$ cat src/rtl/clic_timer_src.sv
// Programmable periodic / one-shot timer acting as a level interrupt source
// for one CLIC line.
//   clk         system clock, all state on the rising edge
//   reset       asynchronous active-low reset
//   csr_enable  one-cycle CSR write strobe
//   csr_addr    CSR address (CTRL @CsrAddr, CMP @+1, CNT @+2)
//   csr_wdata   CSR write data
//   csr_out     combinational read of the addressed register, 0 if unmapped
//   taken       one-cycle pulse from the CLIC when it vectors to this line
//   pend        registered interrupt request towards the CLIC
module clic_timer_src #(
   parameter logic [11:0] CsrAddr    = 12'h400,
   parameter int unsigned TimerWidth = 32,
   parameter int unsigned PrescWidth = 4
) (
   input  logic        clk,
   input  logic        reset,
   input  logic        csr_enable,
   input  logic [11:0] csr_addr,
   input  logic [31:0] csr_wdata,
   output logic [31:0] csr_out,
   input  logic        taken,
   output logic        pend
);

   localparam int unsigned PcntWidth = 2 ** PrescWidth;
   localparam logic [11:0] AddrCtrl  = CsrAddr;
   localparam logic [11:0] AddrCmp   = CsrAddr + 12'd1;
   localparam logic [11:0] AddrCnt   = CsrAddr + 12'd2;

   typedef enum logic [1:0] {
      ST_IDLE = 2'd0,
      ST_RUN  = 2'd1,
      ST_FIRE = 2'd2
   } state_e;

   state_e                  state_q, state_d;
   logic                    periodic_q, periodic_d;
   logic [PrescWidth-1:0]   presc_q, presc_d;
   logic                    overrun_q, overrun_d;
   logic [TimerWidth-1:0]   cmp_q, cmp_d;
   logic [TimerWidth-1:0]   cnt_q, cnt_d;
   logic [PcntWidth-1:0]    pcnt_q, pcnt_d;
   logic                    pend_q, pend_d;

   logic ctrl_wr, cmp_wr, cnt_wr;
   logic running, tick, match;
   logic unused_wdata;

   assign ctrl_wr = csr_enable && (csr_addr == AddrCtrl);
   assign cmp_wr  = csr_enable && (csr_addr == AddrCmp);
   assign cnt_wr  = csr_enable && (csr_addr == AddrCnt);

   // The en bit is the FSM itself: any non-idle state counts.
   assign running = (state_q != ST_IDLE);
   assign tick    = running &&
                    (pcnt_q == ((PcntWidth'(1) << presc_q) - PcntWidth'(1)));
   // A CTRL or CNT write in a tick cycle suppresses that cycle's evaluation.
   assign match   = tick && !ctrl_wr && !cnt_wr && (cnt_q == cmp_q);

   assign pend         = pend_q;
   assign unused_wdata = ^csr_wdata;

   // State register
   always_ff @(posedge clk or negedge reset) begin
      if (!reset) begin
         state_q <= ST_IDLE;
      end else begin
         state_q <= state_d;
      end
   end

   // Next-state logic
   always_comb begin
      state_d = state_q;
      if (ctrl_wr) begin
         state_d = csr_wdata[0] ? ST_RUN : ST_IDLE;
      end else if (match) begin
         state_d = periodic_q ? ST_FIRE : ST_IDLE;
      end else if (state_q == ST_FIRE) begin
         state_d = ST_RUN;
      end
   end

   // Datapath next values
   always_comb begin
      periodic_d = periodic_q;
      presc_d    = presc_q;
      overrun_d  = overrun_q;
      cmp_d      = cmp_q;
      cnt_d      = cnt_q;
      pcnt_d     = pcnt_q;
      pend_d     = pend_q;

      if (ctrl_wr) begin
         periodic_d = csr_wdata[1];
         presc_d    = csr_wdata[4 +: PrescWidth];
         overrun_d  = 1'b0;
         pcnt_d     = '0;
      end else if (running) begin
         pcnt_d = tick ? '0 : pcnt_q + PcntWidth'(1);
      end

      if (cmp_wr) begin
         cmp_d = csr_wdata[TimerWidth-1:0];
      end

      if (cnt_wr) begin
         cnt_d = csr_wdata[TimerWidth-1:0];
      end else if (tick && !ctrl_wr) begin
         cnt_d = match ? '0 : cnt_q + TimerWidth'(1);
      end

      // A match wins over a same-cycle taken; overrun only if nobody took it.
      if (match) begin
         pend_d = 1'b1;
         if (pend_q && !taken) begin
            overrun_d = 1'b1;
         end
      end else if (taken) begin
         pend_d = 1'b0;
      end
   end

   // Datapath registers
   always_ff @(posedge clk or negedge reset) begin
      if (!reset) begin
         periodic_q <= 1'b0;
         presc_q    <= '0;
         overrun_q  <= 1'b0;
         cmp_q      <= '0;
         cnt_q      <= '0;
         pcnt_q     <= '0;
         pend_q     <= 1'b0;
      end else begin
         periodic_q <= periodic_d;
         presc_q    <= presc_d;
         overrun_q  <= overrun_d;
         cmp_q      <= cmp_d;
         cnt_q      <= cnt_d;
         pcnt_q     <= pcnt_d;
         pend_q     <= pend_d;
      end
   end

   // Combinational CSR read
   always_comb begin
      csr_out = '0;
      if (csr_addr == AddrCtrl) begin
         csr_out[0]              = running;
         csr_out[1]              = periodic_q;
         csr_out[4 +: PrescWidth] = presc_q;
         csr_out[8]              = overrun_q;
      end else if (csr_addr == AddrCmp) begin
         csr_out[TimerWidth-1:0] = cmp_q;
      end else if (csr_addr == AddrCnt) begin
         csr_out[TimerWidth-1:0] = cnt_q;
      end
   end

endmodule

$ cat config.mk
export PLATFORM = sky130hd
export DESIGN_NAME = clic_timer_src
export DESIGN_NICKNAME = d
export VERILOG_FILES = /design/src/rtl/clic_timer_src.sv
export SDC_FILE = /design/constraint.sdc
export NUM_CORES = 1
export LEC_CHECK = 0
export BUFFER_PORTS_ARGS = -buffer_cell sky130_fd_sc_hd__buf_2
export CAP_MARGIN = 20
export CORE_UTILIZATION = 30
export CTS_CLUSTER_DIAMETER = 40
export CTS_CLUSTER_SIZE = 20
export DETAILED_ROUTE_END_ITERATION = 12
export PLACE_DENSITY_LB_ADDON = 0.15
export SETUP_SLACK_MARGIN = 0.5
export SLEW_MARGIN = 20
export SYNTH_ARGS = -nofsm -noshare
export SYNTH_HDL_FRONTEND = slang
export SYNTH_SLANG_ARGS = --single-unit
$ cat constraint.sdc
create_clock -name clk -period 3.63 [get_ports clk]
set_clock_uncertainty 0.15 [all_clocks]
set_input_delay 0.363 -clock clk [delete_from_list [all_inputs] [get_ports clk]]
set_output_delay 0.363 -clock clk [all_outputs]
set_load 0.02 [all_outputs]
==> impl_results.md <==
- Reg2reg end: state_q[1]
- Vias/cell: 5.421
- Largest cells by area after synthesis: dfrtp_1 (37%), mux2_2 (6.0%), xor2_1 (5.1%)
- Core area: approximately 19000 um2
- Max Slew Vio Count: 0
- Total track usage: 0.2019
- Initial DRC count: 327
- Post-layout min period: 3.258 ns
- Number of nets in the layout: around 800
- # rows: between 50 and 60
- Sw Pwr: 0.4780 mW
- Switching Share: 0.2297
- Maxcap violations: 0
- DRT Pass-1 Iters: 5
- Final Cell Area: 7595 um2
- Clock tree buffer depth: 2
- Clock share of power: 0.465
- Share of cells above drive strength 1: 0.3063
- Warnings from Yosys: 0
- Worst R2R Setup Slack: 0.37 ns
- Synth unique cells: 66
- Die Y: 143 um
- Post-route setup TNS: 0 ns
- Final core utilization: 0.3902
- Detailed-route via count: approximately 5600
- Synth Area per Inst: 8.823 um2
- Number of global-route vias before repair: 5580
- Worst Path Arrival: 3.35 ns
- Worst Hold Endpoint: cmp_q[28]
- GRT overflow: 0
- Fin crit share: 0.8974
- Critical Path End Type: register
- CTS root buf: clkbuf_16
- Worst path most repeated cell: buf_6
- Setup violators final: 0
- DPL Wire Length: 14090 um
- Register bit count reported by yosys: 89
- Largest net degree at the start of global routing: 45
- RR Startpoint: presc_q[2]
- Worst Path Max Fanout: 6
- Max frequency: 307.0 MHz
- Placed Area: approximately 6800 um2
- Internal power: ~1.6 mW
- Die area: ~20000 um2
- Hold Crit Class: input pin to register
- Crit path largest cell delay: about 0.40 ns
- First-pass GRT wire length: about 31000 um
- P per Cell Area: 274.0 nW/um2
- Final WL: 19920 um
- Routed len/inst: 19.12 um
- CTS tree: built
- Slew headroom: 0.5705
- Top_reg_cell synth: dfrtp_1
- Sequential power share: 0.486
- Post-Syn Nets: 727
- VDD IR-drop max: 0.2396 mV
- Worst skew pair latency: about 0.35 ns
- CP Cell Sequence: buf_6 -> or2_4 -> nand3b_1 -> ha_4 -> or3_1 -> a21oi_2 -> o21ai_2 -> a211oi_4 -> buf_4 -> nand3_4 -> buf_6 -> o211a_1 -> o21a_1
- EDFF count, synth: 0
- Leak: 3.536 nW
- Hold Crit Start: csr_wdata[28]
- Final ANT Viol Nets: 0
- Transition time of the tightest slew-check pin: 0.6422 ns
- Post-Syn Instances: around 680
- DRC viols: 0
- Worst path slowest cell: dfrtp_1
- Clock sinks: 89
- Die width: between 100 and 150 um
- Inserted Clock Buffers: 9
- Hold path cells: 2
- Antenna violations before repair: 0
- Share of flip-flops with an asynchronous set or reset: 1.000
- Overall power: approximately 2.1 mW
- I/O pins: 81
- Status: complete, no violations
- Initial Util: 0.3065
- Required time worst endpoint: 3.72 ns
- Ant diodes: 0
- Crit path kind: register to register
- Share of the synthesized area in the top cell type: 0.3734
- Area growth syn-to-layout: 27.33%
- Placer Congestion: 0.8512
- PortBufs: 80
- Worst R2R Path Depth: 13
- Worst hold margin: 0.1047 ns
- Seq/Total Area, Yosys: 0.3734
- Filler cells: 1978
- Htree depth: 3
- CP Launch Type: register
- Clock transition at path regs: around 0.06 ns
- Comb pwr share: 0.049
- Mapped Area: 5964 um2
- Synth area leader: dfrtp_1
- RSZ-0062 raised after global routing: yes
- Fin. Hold Viols: 0
-- metrics by stage --
| stage | setup WS (ns) | cells |
|---|---|---|
| 2_1_floorplan | 0.4660 | 676 |
| 3_3_place_gp | 0.2562 | 1004 |
| 3_5_place_dp | 0.1617 | 1004 |
| 4_1_cts | 0.4081 | 1038 |
| 5_1_grt | 0.2373 | 1042 |
| 6_report | 0.3724 | 1042 |
-- worst max-delay path by stage --
stage | startpoint | endpoint | cells past startpoint
6_report | presc_q[2] | state_q[1] | 13
5_1_grt | presc_q[2] | cnt_q[18] | 13
4_1_cts | presc_q[1] | pcnt_q[11] | 12
3_5_place_dp | presc_q[2] | cnt_q[10] | 10
3_3_place_gp | presc_q[2] | cnt_q[10] | 10
2_1_floorplan | presc_q[1] | cnt_q[28] | 11
-- cells in the mapped netlist (13+ instances only) --
library cell  number
o21ai_0           43
and3_1            13
clkbuf_1          29
mux2_2            32
nand3_1           20
a31oi_1           14
nor4_1            14
nor3_1            14
dfrtp_1           89
nand2_1           54
xor2_1            35
a22o_1            29
nor2_1            66
a21oi_1           36
-- timing repair --
action,4_1_cts,5_1_grt
hold endpoints to repair,42,0
resized for setup,34,60
pin swaps,15,37
buffers inserted,16,3
setup endpoints to repair,49,52
cloned,2,1
hold buffers,1,0
-- power groups by stage --
| stage | Sequential, mW | Combinational [mW] | Clock, mW |
|---|---|---|---|
| global route | 1.01 | 0.115 | 1.02 |
| detailed placement | 1.03 | 0.101 | 0 |
| CTS | 1.01 | 0.104 | 0.994 |
| floorplan | 1.03 | 0.0322 | 0 |
| global placement | 1.03 | 0.101 | 0 |
| finish | 1.01 | 0.103 | 0.967 |
-- placed cells by master (no fill, tap or decap), types with 9 or more instances in the layout --
master | Yosys | routed
xor2_1 | 35 | 34
mux2_2 | 32 | 32
inv_1 | 11 | 11
dfrtp_1 | 89 | 88
a22o_1 | 29 | 29
nor2b_1 | 9 | 9
o21ai_1 | 3 | 11
nor4_1 | 14 | 13
a21oi_1 | 36 | 35
buf_4 | 3 | 38
nor3_1 | 14 | 9
and3_1 | 13 | 12
nand3_1 | 20 | 18
buf_2 | 11 | 79
a31oi_1 | 14 | 13
nor2_1 | 66 | 63
nand2_1 | 54 | 52
o21ai_2 | 0 | 15
o31ai_1 | 10 | 10
o21ai_0 | 43 | 20
clkbuf_16 | 0 | 10
-- per-layer routing --
metal / global-route usage / routed length (um) / vias to the layer above
li1: - / - / 2697
met1: 0.2839 / 9558 / 2803
met2: 0.3184 / 9323 / 126
met3: 0.02247 / 666 / 23
met4: 0.07244 / 372 / 0
met5: 0 / 0 / -
-- state kept, by name, summed over array words and instances (netlist names) --
signal      cells
cmp_q          32
cnt_q          32
pcnt_q         16
presc_q         4
state_q         2
overrun_q       1
pend            1
periodic_q      1
-- cells by family (layout without fill, tap and decap cells) --
kind of cell | after synthesis | in the layout | synth area share
and+or+nand+nor | 256 | 256 | 0.2293
AOI/OAI and AO/OA | 192 | 192 | 0.2177
DFF | 89 | 89 | 0.3734
buffers and inverters | 56 | 157 | 0.04069
xor gates and xnor gates | 40 | 40 | 0.05874
muxes | 40 | 40 | 0.07384
adders and majority gates | 3 | 3 | 0.006294
-- critical path: cells and delay by family, from the launching register on --
family	cells	cell delay (ns)
AO/OA/AOI/OAI	5	0.93
adder cells (fa/ha/maj)	1	0.23
buffers and inverters	3	0.47
flip-flops	1	0.40
AND/OR/NAND/NOR	4	0.95
-- cell type report --
class | instances | area, um2 | area share
clock buffers | 12 | 256.5 | 0.03377
clock inverters | 3 | 40.04 | 0.005272
inverters | 11 | 41.29 | 0.005437
multi-input cells | 531 | 3796 | 0.4998
flip-flops and latches | 89 | 2228 | 0.2934
well taps | 265 | 331.6 | 0.04366
repair buffers | 131 | 900.9 | 0.1186
Note: power is estimated with default switching activity, not from simulation.
